<file path="src/rtl/rgb_pwm_driver_pkg.sv">
// rgb_pkg -- shared types and defaults for the RGB PWM LED driver.
//
// Contents:
//   RGB_W         default duty/phase width (8 bits)
//   PRESCALE_DEF  default prescaler terminal count: 12 MHz / 47 / 256 ~= 997 Hz frame
//   rgb_t         packed {r,g,b} colour word, RGB_W bits per channel
package rgb_pkg;

  localparam int RGB_W        = 8;
  localparam int PRESCALE_DEF = 46;

  typedef struct packed {
    logic [RGB_W-1:0] r;
    logic [RGB_W-1:0] g;
    logic [RGB_W-1:0] b;
  } rgb_t;

endpackage

</file>
<file path="src/rtl/rgb_pwm_driver_if.sv">
// rgb_pwm_driver_if -- valid/ready colour-word channel into the PWM driver.
//
// Signals:
//   in_valid  producer -> driver  colour word valid
//   in_ready  driver -> producer  driver can accept a colour word
//   in_color  producer -> driver  packed {R,G,B} duty values, PWM_BITS each
// Modports: master (producer side), slave (driver side).
interface rgb_pwm_driver_if #(
  parameter int PWM_BITS = 8
) ();

  logic                    in_valid;
  logic                    in_ready;
  logic [3*PWM_BITS-1:0]   in_color;

  modport master (output in_valid, output in_color, input in_ready);
  modport slave  (input in_valid, input in_color, output in_ready);

endinterface

</file>
<file path="src/rtl/rgb_pwm_driver_channel.sv">
// pwm_channel -- one PWM compare stage with a registered active-low output.
//
// Ports:
//   clk, rst  system clock, synchronous active-high reset (output forced to 1 = off)
//   phase_i   current frame phase
//   duty_i    active duty for this channel
//   pwm_o     active-low LED drive, registered one cycle after phase_i
module pwm_channel #(
  parameter int PWM_BITS = 8
) (
  input  logic                clk,
  input  logic                rst,
  input  logic [PWM_BITS-1:0] phase_i,
  input  logic [PWM_BITS-1:0] duty_i,
  output logic                pwm_o
);

  logic pwm_q;

  // Lit (0) while phase < duty, so duty 0 never lights and the last phase
  // of a frame is always dark.
  always_ff @(posedge clk) begin
    if (rst) pwm_q <= 1'b1;
    else     pwm_q <= ~(phase_i < duty_i);
  end

  assign pwm_o = pwm_q;

endmodule

</file>
<file path="src/rtl/rgb_pwm_driver.sv">
// rgb_pwm_driver -- three-channel active-low PWM driver for an RGB LED.
//
// Ports:
//   clk          system clock (12 MHz)
//   rst          synchronous active-high reset
//   in_if        rgb_pwm_driver_if.slave: in_valid / in_ready / in_color {R,G,B}
//   frame_start  one-cycle pulse in the cycle the phase counter returns to 0
//   RGB_R/G/B    active-low LED drives (0 = lit)
//
// A colour word is held in a one-entry pending buffer and only moved into the
// active duties at a frame boundary, so a frame never mixes two colours.
//
// Build option: define RGB_PWM_GAMMA_EN to square each duty ((d*d) >> PWM_BITS)
// as it is transferred into the active set; timing is identical either way.
module rgb_pwm_driver
  import rgb_pkg::*;
#(
  parameter int PWM_BITS = 8,
  parameter int PRESCALE = PRESCALE_DEF
) (
  input  logic                  clk,
  input  logic                  rst,
  rgb_pwm_driver_if.slave       in_if,
  output logic                  frame_start,
  output logic                  RGB_R,
  output logic                  RGB_G,
  output logic                  RGB_B
);

  localparam int PS_W = (PRESCALE > 0) ? $clog2(PRESCALE + 1) : 1;

  typedef struct packed {
    logic [PWM_BITS-1:0] r;
    logic [PWM_BITS-1:0] g;
    logic [PWM_BITS-1:0] b;
  } duty_t;

  function automatic logic [PWM_BITS-1:0] gamma(input logic [PWM_BITS-1:0] d);
`ifdef RGB_PWM_GAMMA_EN
    logic [2*PWM_BITS-1:0] sq;
    sq = {{PWM_BITS{1'b0}}, d} * {{PWM_BITS{1'b0}}, d};
    return sq[2*PWM_BITS-1:PWM_BITS];
`else
    return d;
`endif
  endfunction

  logic [PS_W-1:0]     presc_q, presc_d;
  logic [PWM_BITS-1:0] phase_q, phase_d;
  duty_t               act_q, act_d;
  duty_t               pend_q;
  logic                pend_vld_q, pend_vld_d;
  logic                fs_q;
  logic                tick, boundary, accept;

  assign in_if.in_ready = !pend_vld_q && !rst;

  always_comb begin
    tick       = (presc_q == PS_W'(PRESCALE));
    boundary   = tick && (phase_q == '1);
    accept     = in_if.in_valid && in_if.in_ready;
    presc_d    = tick ? '0 : presc_q + 1'b1;
    phase_d    = tick ? phase_q + 1'b1 : phase_q;
    act_d      = act_q;
    pend_vld_d = pend_vld_q;
    if (boundary && pend_vld_q) begin
      act_d.r    = gamma(pend_q.r);
      act_d.g    = gamma(pend_q.g);
      act_d.b    = gamma(pend_q.b);
      pend_vld_d = 1'b0;
    end
    // Accept only happens with the buffer empty, so it never races the
    // transfer above; a word accepted on a boundary waits a full frame.
    if (accept) pend_vld_d = 1'b1;
  end

  always_ff @(posedge clk) begin
    if (rst) begin
      presc_q    <= '0;
      phase_q    <= '0;
      act_q      <= '0;
      pend_vld_q <= 1'b0;
      fs_q       <= 1'b0;
    end else begin
      presc_q    <= presc_d;
      phase_q    <= phase_d;
      act_q      <= act_d;
      pend_vld_q <= pend_vld_d;
      fs_q       <= boundary;
    end
  end

  // Pending data is qualified by pend_vld_q, so it needs no reset.
  always_ff @(posedge clk) begin
    if (accept) pend_q <= duty_t'(in_if.in_color);
  end

  assign frame_start = fs_q;

  pwm_channel #(.PWM_BITS(PWM_BITS)) u_ch_r (
    .clk(clk), .rst(rst), .phase_i(phase_q), .duty_i(act_q.r), .pwm_o(RGB_R)
  );
  pwm_channel #(.PWM_BITS(PWM_BITS)) u_ch_g (
    .clk(clk), .rst(rst), .phase_i(phase_q), .duty_i(act_q.g), .pwm_o(RGB_G)
  );
  pwm_channel #(.PWM_BITS(PWM_BITS)) u_ch_b (
    .clk(clk), .rst(rst), .phase_i(phase_q), .duty_i(act_q.b), .pwm_o(RGB_B)
  );

endmodule

</file>
<file path="src/flat_wrapper.sv">
// flat-port wrapper written by rule: the top's interface ports become plain ports
module rgb_pwm_driver_flat import rgb_pkg::*;
#(
  parameter int PWM_BITS = 8,
  parameter int PRESCALE = PRESCALE_DEF
)
  (clk, rst, frame_start, RGB_R, RGB_G, RGB_B, in_if_in_valid, in_if_in_color, in_if_in_ready);
  rgb_pwm_driver_if #(.PWM_BITS(PWM_BITS)) in_if_i ();
  input  logic clk;
  input  logic rst;
  output logic frame_start;
  output logic RGB_R;
  output logic RGB_G;
  output logic RGB_B;
  input wire logic [$bits(in_if_i.in_valid)-1:0] in_if_in_valid;
  input wire logic [$bits(in_if_i.in_color)-1:0] in_if_in_color;
  output wire logic [$bits(in_if_i.in_ready)-1:0] in_if_in_ready;
  assign in_if_i.in_valid = in_if_in_valid;
  assign in_if_i.in_color = in_if_in_color;
  assign in_if_in_ready = in_if_i.in_ready;
  rgb_pwm_driver #(.PWM_BITS(PWM_BITS), .PRESCALE(PRESCALE)) u_core (.clk(clk), .rst(rst), .in_if(in_if_i), .frame_start(frame_start), .RGB_R(RGB_R), .RGB_G(RGB_G), .RGB_B(RGB_B));
endmodule
</file>
<file path="config.mk">
export PLATFORM = sky130hd
export DESIGN_NAME = rgb_pwm_driver_flat
export DESIGN_NICKNAME = d
export VERILOG_FILES = /design/src/rtl/rgb_pwm_driver_pkg.sv /design/src/rtl/rgb_pwm_driver_if.sv /design/src/rtl/rgb_pwm_driver_channel.sv /design/src/rtl/rgb_pwm_driver.sv /design/src/flat_wrapper.sv
export SDC_FILE = /design/constraint.sdc
export NUM_CORES = 1
export LEC_CHECK = 0
export CORE_MARGIN = 3
export CORE_UTILIZATION = 56
export CTS_CLUSTER_DIAMETER = 40
export CTS_CLUSTER_SIZE = 28
export DETAILED_ROUTE_END_ITERATION = 16
export GPL_TIMING_DRIVEN = 0
export PLACE_DENSITY_LB_ADDON = 0.3
export SYNTH_ARGS = -nofsm -noshare
export SYNTH_HDL_FRONTEND = slang
export SYNTH_HIERARCHICAL = 1
export SYNTH_SLANG_ARGS = --single-unit
</file>
<file path="constraint.sdc">
create_clock -name clk -period 2 [get_ports clk]
set_input_delay 0.4 -clock clk [delete_from_list [all_inputs] [get_ports clk]]
set_output_delay 0.4 -clock clk [all_outputs]
set_load 0.01 [all_outputs]
</file>
Word level (Yosys, flattened, before mapping)
Index checks and enable logic that the tools add are counted.
{"block": "classes", "add_sub_neg": 2, "multipliers": 0, "div_mod_pow": 0, "n_lt_le_gt_ge": 3, "n_eq_ne": 2, "shifts": 0, "muxes": 2, "bitwise": 3, "reduce_logical": 8}
{"op": "$lt 8x8->1", "count": 3}
{"op": "$add 8x1->8 const B", "count": 1}
{"op": "$eq 8x8->1 const B", "count": 1}
{"op": "$add 6x1->6 const B", "count": 1}
{"op": "$eq 6x6->1 const B", "count": 1}
{"op": "$logic_and 1x1->1", "count": 4}
{"op": "$not 1->1", "count": 3}
{"op": "$logic_not 1->1", "count": 2}
{"op": "$mux 1", "count": 2}
{"op": "$reduce_bool 2->1", "count": 1}
{"op": "$reduce_or 2->1", "count": 1}
{"block": "word_totals", "regBits": 67, "latch_bits": 0, "ramBits": 0, "mem_bits_ro": 0, "in_bits": 27, "out_inout_bits": 5, "word_cells": 33, "memories": 0}

Depth between registers and ports, before layout
Gate-level depths: netlist of the first run.
{"block": "depth", "word_depth": 5, "mapped_depth": 6, "depth_no_buf": 5}

Hierarchy
The synthesis of the first run kept the hierarchy.
{"module": "rgb_pwm_driver", "n_inst": 1, "cells_per_inst": 209, "area_per_inst_um2": 2533.7, "seq_area_each_um2": 1521.5}
{"module": "pwm_channel", "n_inst": 3, "cells_per_inst": 24, "area_per_inst_um2": 197.7, "seq_area_each_um2": 20.0}

Least setup slack after synthesis of the first run
No wires, ideal clock.
{"block": "synth_path", "path_type": "in2reg", "start": "input rst", "end": "register u_core/pend_q[0] in the netlist's numbering (enable)", "setup_ps": 383, "arrival_time_ps": 1454, "t_required_ps": 1617, "setup_slack_ps": 163, "cell_stages": 3, "n_path_buf": 1, "path_cell_list": "clkbuf_1 > nor2_1 > and2_1"}
{"block": "synth_via", "elab_chain_len": 3}
{"element": "start: declaration", "line_no": "flat_wrapper.sv:10", "source": "input logic rst;"}
{"element": "$logic_not 1->1", "line_no": "rgb_pwm_driver.sv:56", "source": "assign in_if.in_ready = !pend_vld_q && !rst;"}
{"element": "$logic_and 1x1->1", "line_no": "rgb_pwm_driver.sv:56"}
{"element": "net in_if_in_ready", "line_no": "flat_wrapper.sv:17", "source": "output wire logic [$bits(in_if_i.in_ready)-1:0] in_if_in_ready;"}
{"element": "$logic_and 1x1->1", "line_no": "rgb_pwm_driver.sv:61", "source": "accept = in_if.in_valid && in_if.in_ready;"}
{"element": "net u_core.accept", "line_no": "rgb_pwm_driver.sv:54", "source": "logic tick, boundary, accept;"}
{"element": "end signal: assignment", "line_no": "rgb_pwm_driver.sv:95", "source": "if (accept) pend_q <= duty_t'(in_if.in_color);"}
{"element": "end: declaration", "line_no": "rgb_pwm_driver.sv:51", "source": "duty_t pend_q;"}
The timed path passes the listed nets, and every way through them passes these cells.
A chain may end at the register's enable or synchronous reset.

Worst setup path in the final report of the first run
{"block": "layout_path", "start": "register u_core.phase_q[1]", "end": "register u_core.phase_q[6]"}
{"block": "layout_via", "elab_chain_len": 1}
{"element": "start: declaration", "line_no": "rgb_pwm_driver.sv:49", "source": "logic [PWM_BITS-1:0] phase_q, phase_d;"}
{"element": "start signal: assignment", "line_no": "rgb_pwm_driver.sv:86", "source": "phase_q <= phase_d;"}
{"element": "$add 8x1->8", "line_no": "rgb_pwm_driver.sv:63", "source": "phase_d = tick ? phase_q + 1'b1 : phase_q;"}
Every way passes these cells.

==> impl_results.md, run 1 <==
- Nets: ~370
- Synth unique cells: 35
- Post-synth top flop: dfxtp_1
- CP max stage cell: or4_2
- Worst vdd rail ir drop: 0.5197 mV
- Hold-fix buffers, CTS: 0
- Max Clock Skew: 0.01127 ns
- Initial cell density of the core: 59.70%
- H-tree depth: 3
- FFs w/ async S/R, synth: 0%
- Full die area: 6516 sq um
- Startpoint types: flop
- LEAKAGE: 1.320 nW
- Hold Vio Cnt, Final: 0
- RSZ-0062 raised after global routing: false
- Reg2reg path depth: 4
- Top Ports: 32
- Synth warn: 6
- Drt total wl: roughly 5600 um
- First-pass GRT wire length: 9349 um
- Crit share post-route: 91.23%
- Grt ovf: 0
- Critical Path, Cell by Cell: ha_1 -> nand4_4 -> or4_2 -> a21oi_1
- Avg WL per Cell: 14.15 um
- Gate Count Post-Synth: 281
- Most common library cells after synthesis: nand2b_1 (49), dfxtp_1 (43)
- Most area-consuming cells after synthesis: dfxtp_1 (28%), edfxtp_1 (23%), nand2b_1 (9.8%)
- CTS tree: built
- Clock root buffer: clkbuf_8
- DRT iter0 DRCs: about 150
- Top-count cell post-synth: nand2b_1
- Worst-Margin Slew: 0.5945 ns
- Worst reg-to-reg setup slack: 0.18 ns
- Row count: 26
- Hold WC Path Type: reg2reg
- Placed Cells: 382
- Top Family by Delay on Critical Path: simple AND/OR/NAND/NOR gates
- Area delta synth->final: 19.05%
- Total Routing Usage GR: 19.33%
- HP Start: u_core/act_q[5]
- R2R Path Start: u_core/phase_q[1]
- Reg-to-Reg End: u_core/phase_q[6]
- Final Max Slew Viols: 0
- Crit. End Element: flop
- Sequential area share after synthesis: between 50 and 60%
- CP required: 2.27 ns
- Largest net degree at the start of global routing: 25
- Mean post-synth cell area: 11.13 sq um
- Core Util, Final: 71.07%
- Pre-antenna DRT Iters: 4
- Finish-stage setup viols: 0
- Cell Area, Synth: 3127 sq um
- Final worst path period need: 1.825 ns
- DRC: 0
- Hpwl dp: 3936 um
- Post-Synthesis Net Count: 332
- Setup CP Type: reg2reg
- # clock sinks: 67
- Worst-Skew Late Latency: approximately 0.34 ns
- CTS Buffer Depth: 2
- Buf/Inv on CP: 0
- Flops & latches, synth: 67
- Number of synthesized flops with an enable pin: 24
- Largest area contributor in the netlist: dfxtp_1
- Critical Path Max Stage Delay: 0.68 ns
- Ant. Diodes: 0
- Cts bufs inserted: 9
- Status: completed
- Max FO, Critical Path: 6
- CORE AREA: about 5200 sq um
- Layout cells sized above 1: between 7 and 8%
- Final Hold Slack: 0.4720 ns
- Fillers: 401
- Vias/cell: 5.457
- Rel. slew slack: 60.36%
- Worst hold path depth: 2
- Initial antenna violation count: 0
- Total number of vias: 2,172
- Vias in the first global route: 2,044
- Final ANT Viol Nets: 0
- Pwr dens: 723.4 nW/um^2
- Max-capacitance violation count: 0
- CTS clock-pin slew for the worst setup and hold paths: 0.07 ns
- Die W: 80.72 um
- Endpoint, Worst Hold: u_core/act_q[5]
- RePlAce Congestion: 0.7991
- Die Span Y: between 80 and 90 um
- Synth top area share: 27.53%
- Port Buf Inserts: 31
- Final Non-Filler Cells: 398
- Worst Path Arrival: 2.09 ns
- Max Fclk: 548.1 MHz
==> per-layer routing <==
layer	up-vias	global-route usage, %	share of wire, %
met5	-	0	0
met2	35	30.63	50
met4	0	9.628	1.6
li1	1075	-	-
met1	1053	23.68	44
met3	9	6.278	4.3
==> layout make-up <==
| class | instances | area, sq um | share of cell area [%] |
|---|---|---|---|
| clock inverters | 2 | 35.03 | 0.9412 |
| plain buffers | 9 | 52.55 | 1.412 |
| flip-flops and latches | 67 | 1582 | 42.49 |
| well taps | 70 | 87.58 | 2.353 |
| repair buffers | 32 | 312.8 | 8.403 |
| inverters | 24 | 90.09 | 2.420 |
| multi-input cells | 180 | 1400 | 37.61 |
| clock buffers | 14 | 162.7 | 4.370 |
==> through the flow <==
stage / total power [mW] / TNS (ns) / area, sq um / worst slack, ns
final: 2.693 / 0 / 3722 / 0.1755
after global routing: 2.810 / 0 / 3722 / 0.04512
after CTS: 2.729 / -0.03419 / 3726 / -0.03419
after detailed placement: 1.611 / -20.79 / 3525 / -0.7840
after global placement: 1.606 / -18.38 / 3525 / -0.7061
after floorplan: 1.537 / 0 / 3127 / 0.1627
==> state kept, by name, indices dropped and copies added (netlist names) <==
register and flops:
u_core/pend_q 24, u_core/u_ch_r/pwm_o 1, u_core/u_ch_b/pwm_o 1, u_core/presc_q 6, u_core/pend_vld_q 1, u_core/phase_q 8, u_core/act_q 24, u_core/frame_start 1
u_core/u_ch_g/pwm_o 1
==> layout by cell type (no fill, tap or decap), types with 4 or more instances in the layout <==
master,instances
a211o_1,6
a21oi_1,9
clkbuf_1,9
clkbuf_8,11
clkdlybuf4s50_1,30
dfxtp_1,43
edfxtp_1,24
ha_1,24
inv_1,24
mux2i_1,24
nand2b_1,49
nand3_1,4
nand4_1,4
nor2_1,10
o211ai_1,6
o21ai_0,8
o31ai_1,4
==> power by group <==
part           switching, mW  internal (mW)
sequential            0.0105           1.44
clock                  0.470          0.644
combinational         0.0533         0.0755
total                  0.534           2.16
==> what timing repair did <==
action                                  4_1_cts  5_1_grt
hold endpoints to repair                      0        0
pin swaps                                     1        0
gates resized for setup                       2        2
buffers inserted                              1        0
endpoints found under the setup margin       45        1
==> logic make-up after synthesis <==
logic type	after synthesis	synth area share [%]
AND/OR/NAND/NOR	92	18.97
buffers and inverters	34	4.682
multiplexers	24	7.683
XOR/XNOR	3	0.8405
adder cells (fa/ha/maj)	24	9.604
AO/OA/AOI/OAI	37	7.643
flip-flops	67	50.58
==> tightest hold or removal path: stages (launching register included) <==
cell	delay [ns]
dfxtp_1	0.31
nand2b_1	0.06
mux2i_1	0.06
==> worst max-delay path by stage <==
stage / end / startpoint / cells after the start
2_1_floorplan: u_core/pend_q[0] / rst / 3
3_3_place_gp: u_core/pend_q[20] / rst / 4
3_5_place_dp: u_core/pend_q[12] / rst / 4
4_1_cts: in_if_in_ready / rst / 3
5_1_grt: u_core/act_q[12] / u_core/presc_q[0] / 6
6_report: u_core/phase_q[6] / u_core/phase_q[1] / 4
(Power assumes the default switching activity.)
==> run 2: changes to the inputs <==
- CORE_MARGIN: 3 -> 1
==> impl_results.md, run 2 (synthesized netlist as in run 1, its figures left out) <==
- Reg-to-Reg End: u_core/phase_q[6] (unchanged)
- Die Span Y: 76.72 um (was 80.72 um)
- Max Clock Skew: 0.007242 ns (was 0.01127 ns)
- Worst reg-to-reg setup slack: 0.19 ns (was 0.18 ns)
- CTS Buffer Depth: 2 (unchanged)
- Most frequent cells in the layout: nand2b_1 (49), dfxtp_1 (43), clkdlybuf4s50_1 (30) (unchanged)
- Avg WL per Cell: 13.23 um (was 14.15 um)
- Worst Path Arrival: 2.07 ns (was 2.09 ns)
- Fillers: 402 (was 401)
- # clock sinks: 67 (unchanged)
- Vias in the first global route: 2,095 (was 2,044)
- Final Non-Filler Cells: 398 (unchanged)
- Port Buf Inserts: 31 (unchanged)
- Placed Cells: 382 (unchanged)
- Hold-fix buffers, CTS: 0 (unchanged)
- Top Registers: u_core/act_q (24), u_core/pend_q (24), u_core/phase_q (8) (unchanged)
- RSZ-0062 raised after global routing: false (unchanged)
- Vias/cell: 5.362 (was 5.457)
- Top Ports: 32 (unchanged)
- CTS tree: built (unchanged)
- Layout cells sized above 1: 7.317% (unchanged)
- Drt total wl: 5265 um (was 5632 um)
- Initial cell density of the core: 59.70% (unchanged)
- H-tree depth: 3 (unchanged)
- DRT iter0 DRCs: 108 (was 148)
- Final worst path period need: 1.811 ns (was 1.825 ns)
- DRC: 0 (unchanged)
- Final Max Slew Viols: 0 (unchanged)
- Area delta synth->final: 17.69% (was 19.05%)
- First-pass GRT wire length: 9032 um (was 9349 um)
- Die W: 76.72 um (was 80.72 um)
- Pre-antenna DRT Iters: 4 (unchanged)
- Finish-stage setup viols: 0 (unchanged)
- Hold WC Path Type: reg2reg (unchanged)
- Clock root buffer: clkbuf_8 (unchanged)
- Final Hold Slack: 0.4755 ns (was 0.4720 ns)
- Startpoint types: flop (unchanged)
- Setup CP Type: reg2reg (unchanged)
- CP required: 2.26 ns (was 2.27 ns)
- Max FO, Critical Path: 6 (unchanged)
- Hpwl dp: 3752 um (was 3936 um)
- Grt ovf: 0 (unchanged)
- Hold Vio Cnt, Final: 0 (unchanged)
- Crit share post-route: 90.55% (was 91.23%)
- Worst vdd rail ir drop: 0.5118 mV (was 0.5197 mV)
- LEAKAGE: 1.303 nW (was 1.320 nW)
- Commonest non-fill, non-tap cell in the layout: nand2b_1 (unchanged)
- Row count: 26 (unchanged)
- Worst setup endpoint: u_core/phase_q[6] (unchanged)
- CORE AREA: 5238 sq um (unchanged)
- Total Routing Usage GR: 20.15% (was 19.33%)
- Worst-Skew Late Latency: 0.34 ns (about the same)
- Rel. slew slack: 61.65% (was 60.36%)
- Full die area: 5886 sq um (was 6516 sq um)
- Pwr dens: 679.0 nW/um^2 (was 723.4 nW/um^2)
- RePlAce Congestion: 0.7816 (was 0.7991)
- R2R Path Start: u_core/phase_q[1] (unchanged)
- Largest net degree at the start of global routing: 25 (unchanged)
- Final ANT Viol Nets: 0 (unchanged)
- Max Fclk: 552.2 MHz (was 548.1 MHz)
- Nets: 374 (unchanged)
- Ant. Diodes: 0 (unchanged)
- Core Util, Final: 70.26% (was 71.07%)
- Reg2reg path depth: 4 (unchanged)
- Total number of vias: 2,134 (was 2,172)
- Crit. End Element: flop (unchanged)
- Post-Route Setup TNS: 0 ns (unchanged)
- Critical Path Source: u_core/phase_q[1] (unchanged)
- CTS clock-pin slew for the worst setup and hold paths: 0.07 ns (about the same)
- Initial antenna violation count: 0 (unchanged)
- Worst-Margin Slew: 0.5753 ns (was 0.5945 ns)
- Max-capacitance violation count: 0 (unchanged)
- Cts bufs inserted: 9 (unchanged)
- Status: completed (unchanged)
## run 2: layout make-up
| type | instances | area (sq um) | share of cell area (%) |
|---|---|---|---|
| tap | 70 | 87.58 | 2.380 |
| clock inverter | 4 | 20.02 | 0.5440 |
| inverter | 24 | 90.09 | 2.448 |
| timing repair buffer | 32 | 312.8 | 8.501 |
| clock buffer | 12 | 135.1 | 3.672 |
| buffer | 9 | 52.55 | 1.428 |
| multi-input combinational | 180 | 1400 | 38.05 |
| sequential | 67 | 1582 | 42.98 |
## run 2: power by group
part	total, mW	leakage (nW)	switching (mW)	internal [mW]
sequential	1.45	0.569	0.0102	1.44
combinational	0.127	0.650	0.0515	0.0753
clock	0.923	0.0839	0.480	0.442
total	2.50	1.30	0.542	1.96
## run 2: per-stage QoR
step | area [sq um] | total power, mW | setup slack [ns]
2_1_floorplan | 3127 | 1.537 | 0.1627
3_3_place_gp | 3525 | 1.606 | -0.7043
3_5_place_dp | 3525 | 1.611 | -0.7884
4_1_cts | 3684 | 2.523 | -0.03317
5_1_grt | 3680 | 2.591 | 0.03760
6_report | 3680 | 2.499 | 0.1891
## run 2: worst min-delay path by stage
| stage | slack (ns) | startpoint | to | cells after the start |
|---|---|---|---|---|
| final | 0.48 | u_core/act_q[11] | u_core/act_q[11] | 2 |
| after global routing | 0.49 | u_core/act_q[15] | u_core/act_q[15] | 2 |
| after CTS | 0.48 | u_core/act_q[11] | u_core/act_q[11] | 2 |
| after detailed placement | 0.46 | u_core/act_q[5] | u_core/act_q[5] | 2 |
| after global placement | 0.46 | u_core/presc_q[0] | u_core/presc_q[0] | 1 |
| after floorplan | 0.44 | u_core/presc_q[0] | u_core/presc_q[0] | 1 |
## run 2: per-layer routing
metal	up-vias	share of wire, %	GRT usage (%)	wire length [um]
met3	11	3.4	5.714	177
met4	0	2.1	10.77	112
li1	1075	-	-	-
met2	45	49	33.04	2579
met1	1003	45	23.87	2395
met5	-	0	0	0
## run 2: timing repair
action | 4_1_cts | 5_1_grt
buffers inserted | 1 | 0
gates resized for setup | 2 | 2
endpoints found under the setup margin | 45 | 1
pin swaps | 1 | 0
## run 2: critical path: stages, from the launching register on
cell and delay (ns):
dfxtp_1 0.48, ha_1 0.28, nand4_4 0.16, or4_2 0.67, a21oi_1 0.16
==> patch, RTL diff (config.mk and constraints of run 1) <==
The option `RGB_PWM_GAMMA_EN` is turned on by a define.
--- a/src/rtl/rgb_pwm_driver.sv
+++ b/src/rtl/rgb_pwm_driver.sv
@@ -12,6 +12,8 @@
 //
 // Build option: define RGB_PWM_GAMMA_EN to square each duty ((d*d) >> PWM_BITS)
 // as it is transferred into the active set; timing is identical either way.
+`define RGB_PWM_GAMMA_EN
+
 module rgb_pwm_driver
   import rgb_pkg::*;
 #(
Behaviour: same outputs for any inputs over 10 cycles, from zero or initial values and one cycle with rst high; that may be too few to reach the edited logic, so the function may still have changed.
==> patch against run 1 <==
The flow now finishes with violations (setup timing); sequential cell count did not move; maximum frequency fell by 57%; routed wire length rose to 3.0 times the old value; sequential share of layout area fell by 26 points; final area rose to 2.5 times the old value; highest routed layer unchanged; synthesized cell count rose to 2.8 times the old value; power rose by 130%; via count rose to 2.6 times the old value; clock skew fell by 3.3 ps; setup slack got worse by 2500 ps; synthesized area rose by 130%; combinational power rose to 24 times the old value.
==> patch: results (changes against run 1) <==
INFO  placement      preCtsSetupSlack=-2440ps [-1650 ps]
INFO  power          p_switching=2300uW [+330%]
INFO  clock_network  clockRootBuffer=clkbuf_16
INFO  synth          portion_of_the_post_synthesis_area_used_by_sequential_elements=0.216 [-0.289]
INFO  clock_network  worst_setup_hold_path_clk_slew=60ps
INFO  finish         fill_cells=838 [+110%]
INFO  sta            timing.setup.tns=-50870ps [-50870 ps]
INFO  sta            setup-violations-final=24 [+24]
INFO  global_routing global_route_wire_length_before_repair=27600um [+200%]
INFO  power          peakVddDrop=0.624mV [+20%]
INFO  synth          synth_area_per_cell=9.30um2 [-16%]
INFO  global_routing gr-usage-all-layers=0.235 [+0.0420]
INFO  status         status=complete, but fails checks
INFO  finish         final_net_count=1105 [+200%]
INFO  synth          syn_nets=994 [+200%]
INFO  sta            max_clock_skew=7.94ps [-3.33 ps]
INFO  sta            worst_pin_slew=542ps [-52.7 ps]
INFO  routing        vias=5715 [+160%]
INFO  power          power.share.switching=0.369 [+0.170]
INFO  power          cellLeakagePower=0.00429uW [+230%]
INFO  synth          synth_cell_types=60 [+71%]
INFO  synth          synth_top_cells_by_count=inv_1, ha_1, fa_1, and2_1, nand2_1
INFO  sta            layout_setup_ws=-2280ps [-2460 ps]
INFO  finish         share_of_post_route_cells_with_drive_strength_above_1=0.256 [+0.183]
INFO  critical_path  cp.arrival=4520ps [+2430 ps]
INFO  placement      port_buffers=31 [unchanged]
INFO  critical_path  critPathMaxFanout=4 [-2]
INFO  clock_network  postCtsResizedCells=77 [+75]
INFO  routing        route.detailed.wl_per_inst=15.5um [+9.4%]
INFO  placement      post_detailed_placement_half_perimeter_wirelength=11600um [+200%]
INFO  clock_network  cts_setup_buffers=51 [+50]
INFO  routing        viasPerCell=5.32 [-2.5%]
INFO  global_routing largest_net_degree_at_the_start_of_global_routing=15 [-40%]
INFO  status         violations=setup timing
INFO  placement      cell_area_reported_after_detailed_placement=8100um2 [+130%]
INFO  synth          synth_top_cells_by_area=fa_1, ha_1, dfxtp_1
INFO  power          pwr-share-clk=0.265 [-0.149]
INFO  placement      dp_cells=989 [+160%]
INFO  global_routing grt_pass1_vias=6106 [+200%]
INFO  routing        drtIter0Drc=320 [+120%]
## patch: layout make-up
class	count	area share
Multi-Input combinational cell	549	0.608
Sequential cell	67	0.169
Buffer	17	0.0112
Clock buffer	9	0.0241
Timing Repair Buffer	100	0.0946
Clock inverter	7	0.00870
Tap cell	172	0.0230
Inverter	153	0.0614
## patch: worst max-delay path, stage by stage, from the launching register on
cell and delay (ps):
edfxtp_1 380, clkbuf_8 160, and2_4 160, fa_2 430, fa_2 580, inv_2 40, fa_2 570, fa_1 420
inv_2 80, ha_4 210, nand3_4 90, a211oi_4 60, or4_4 520, a41o_1 210, xor2_1 170, o21ai_1 70
## patch: cells by family (layout without fill, tap and decap cells)
family / count (synthesis) / count (layout) / share of synthesized area
muxes: 4 / 4 / 0.00548
adders and majority gates: 181 / 181 / 0.384
buffers and inverters: 171 / 286 / 0.0909
DFF: 67 / 67 / 0.216
AOI/OAI and AO/OA: 98 / 98 / 0.0892
xor gates and xnor gates: 32 / 32 / 0.0383
and+or+nand+nor: 233 / 234 / 0.176
## patch: routing by layer
layer / global-route usage / part of all wire
met1: 0.285 / 0.42
met2: 0.428 / 0.53
met3: 0.0398 / 0.027
met4: 0.0729 / 0.016
met5: 0 / 0
## patch: final timing paths
kind / start / endpoint / slack (ps) / cells past startpoint
worst max register to register: u_core/pend_q[2]$_DFFE_PP_ / u_core/act_q[7]$_SDFFE_PP0P_ / -2280 / 15
worst max-delay path: u_core/pend_q[2]$_DFFE_PP_ / u_core/act_q[7]$_SDFFE_PP0P_ / -2280 / 15
worst min register to register: u_core/act_q[15]$_SDFFE_PP0P_ / u_core/act_q[15]$_SDFFE_PP0P_ / 450 / 2
worst min-delay path: u_core/act_q[15]$_SDFFE_PP0P_ / u_core/act_q[15]$_SDFFE_PP0P_ / 450 / 2
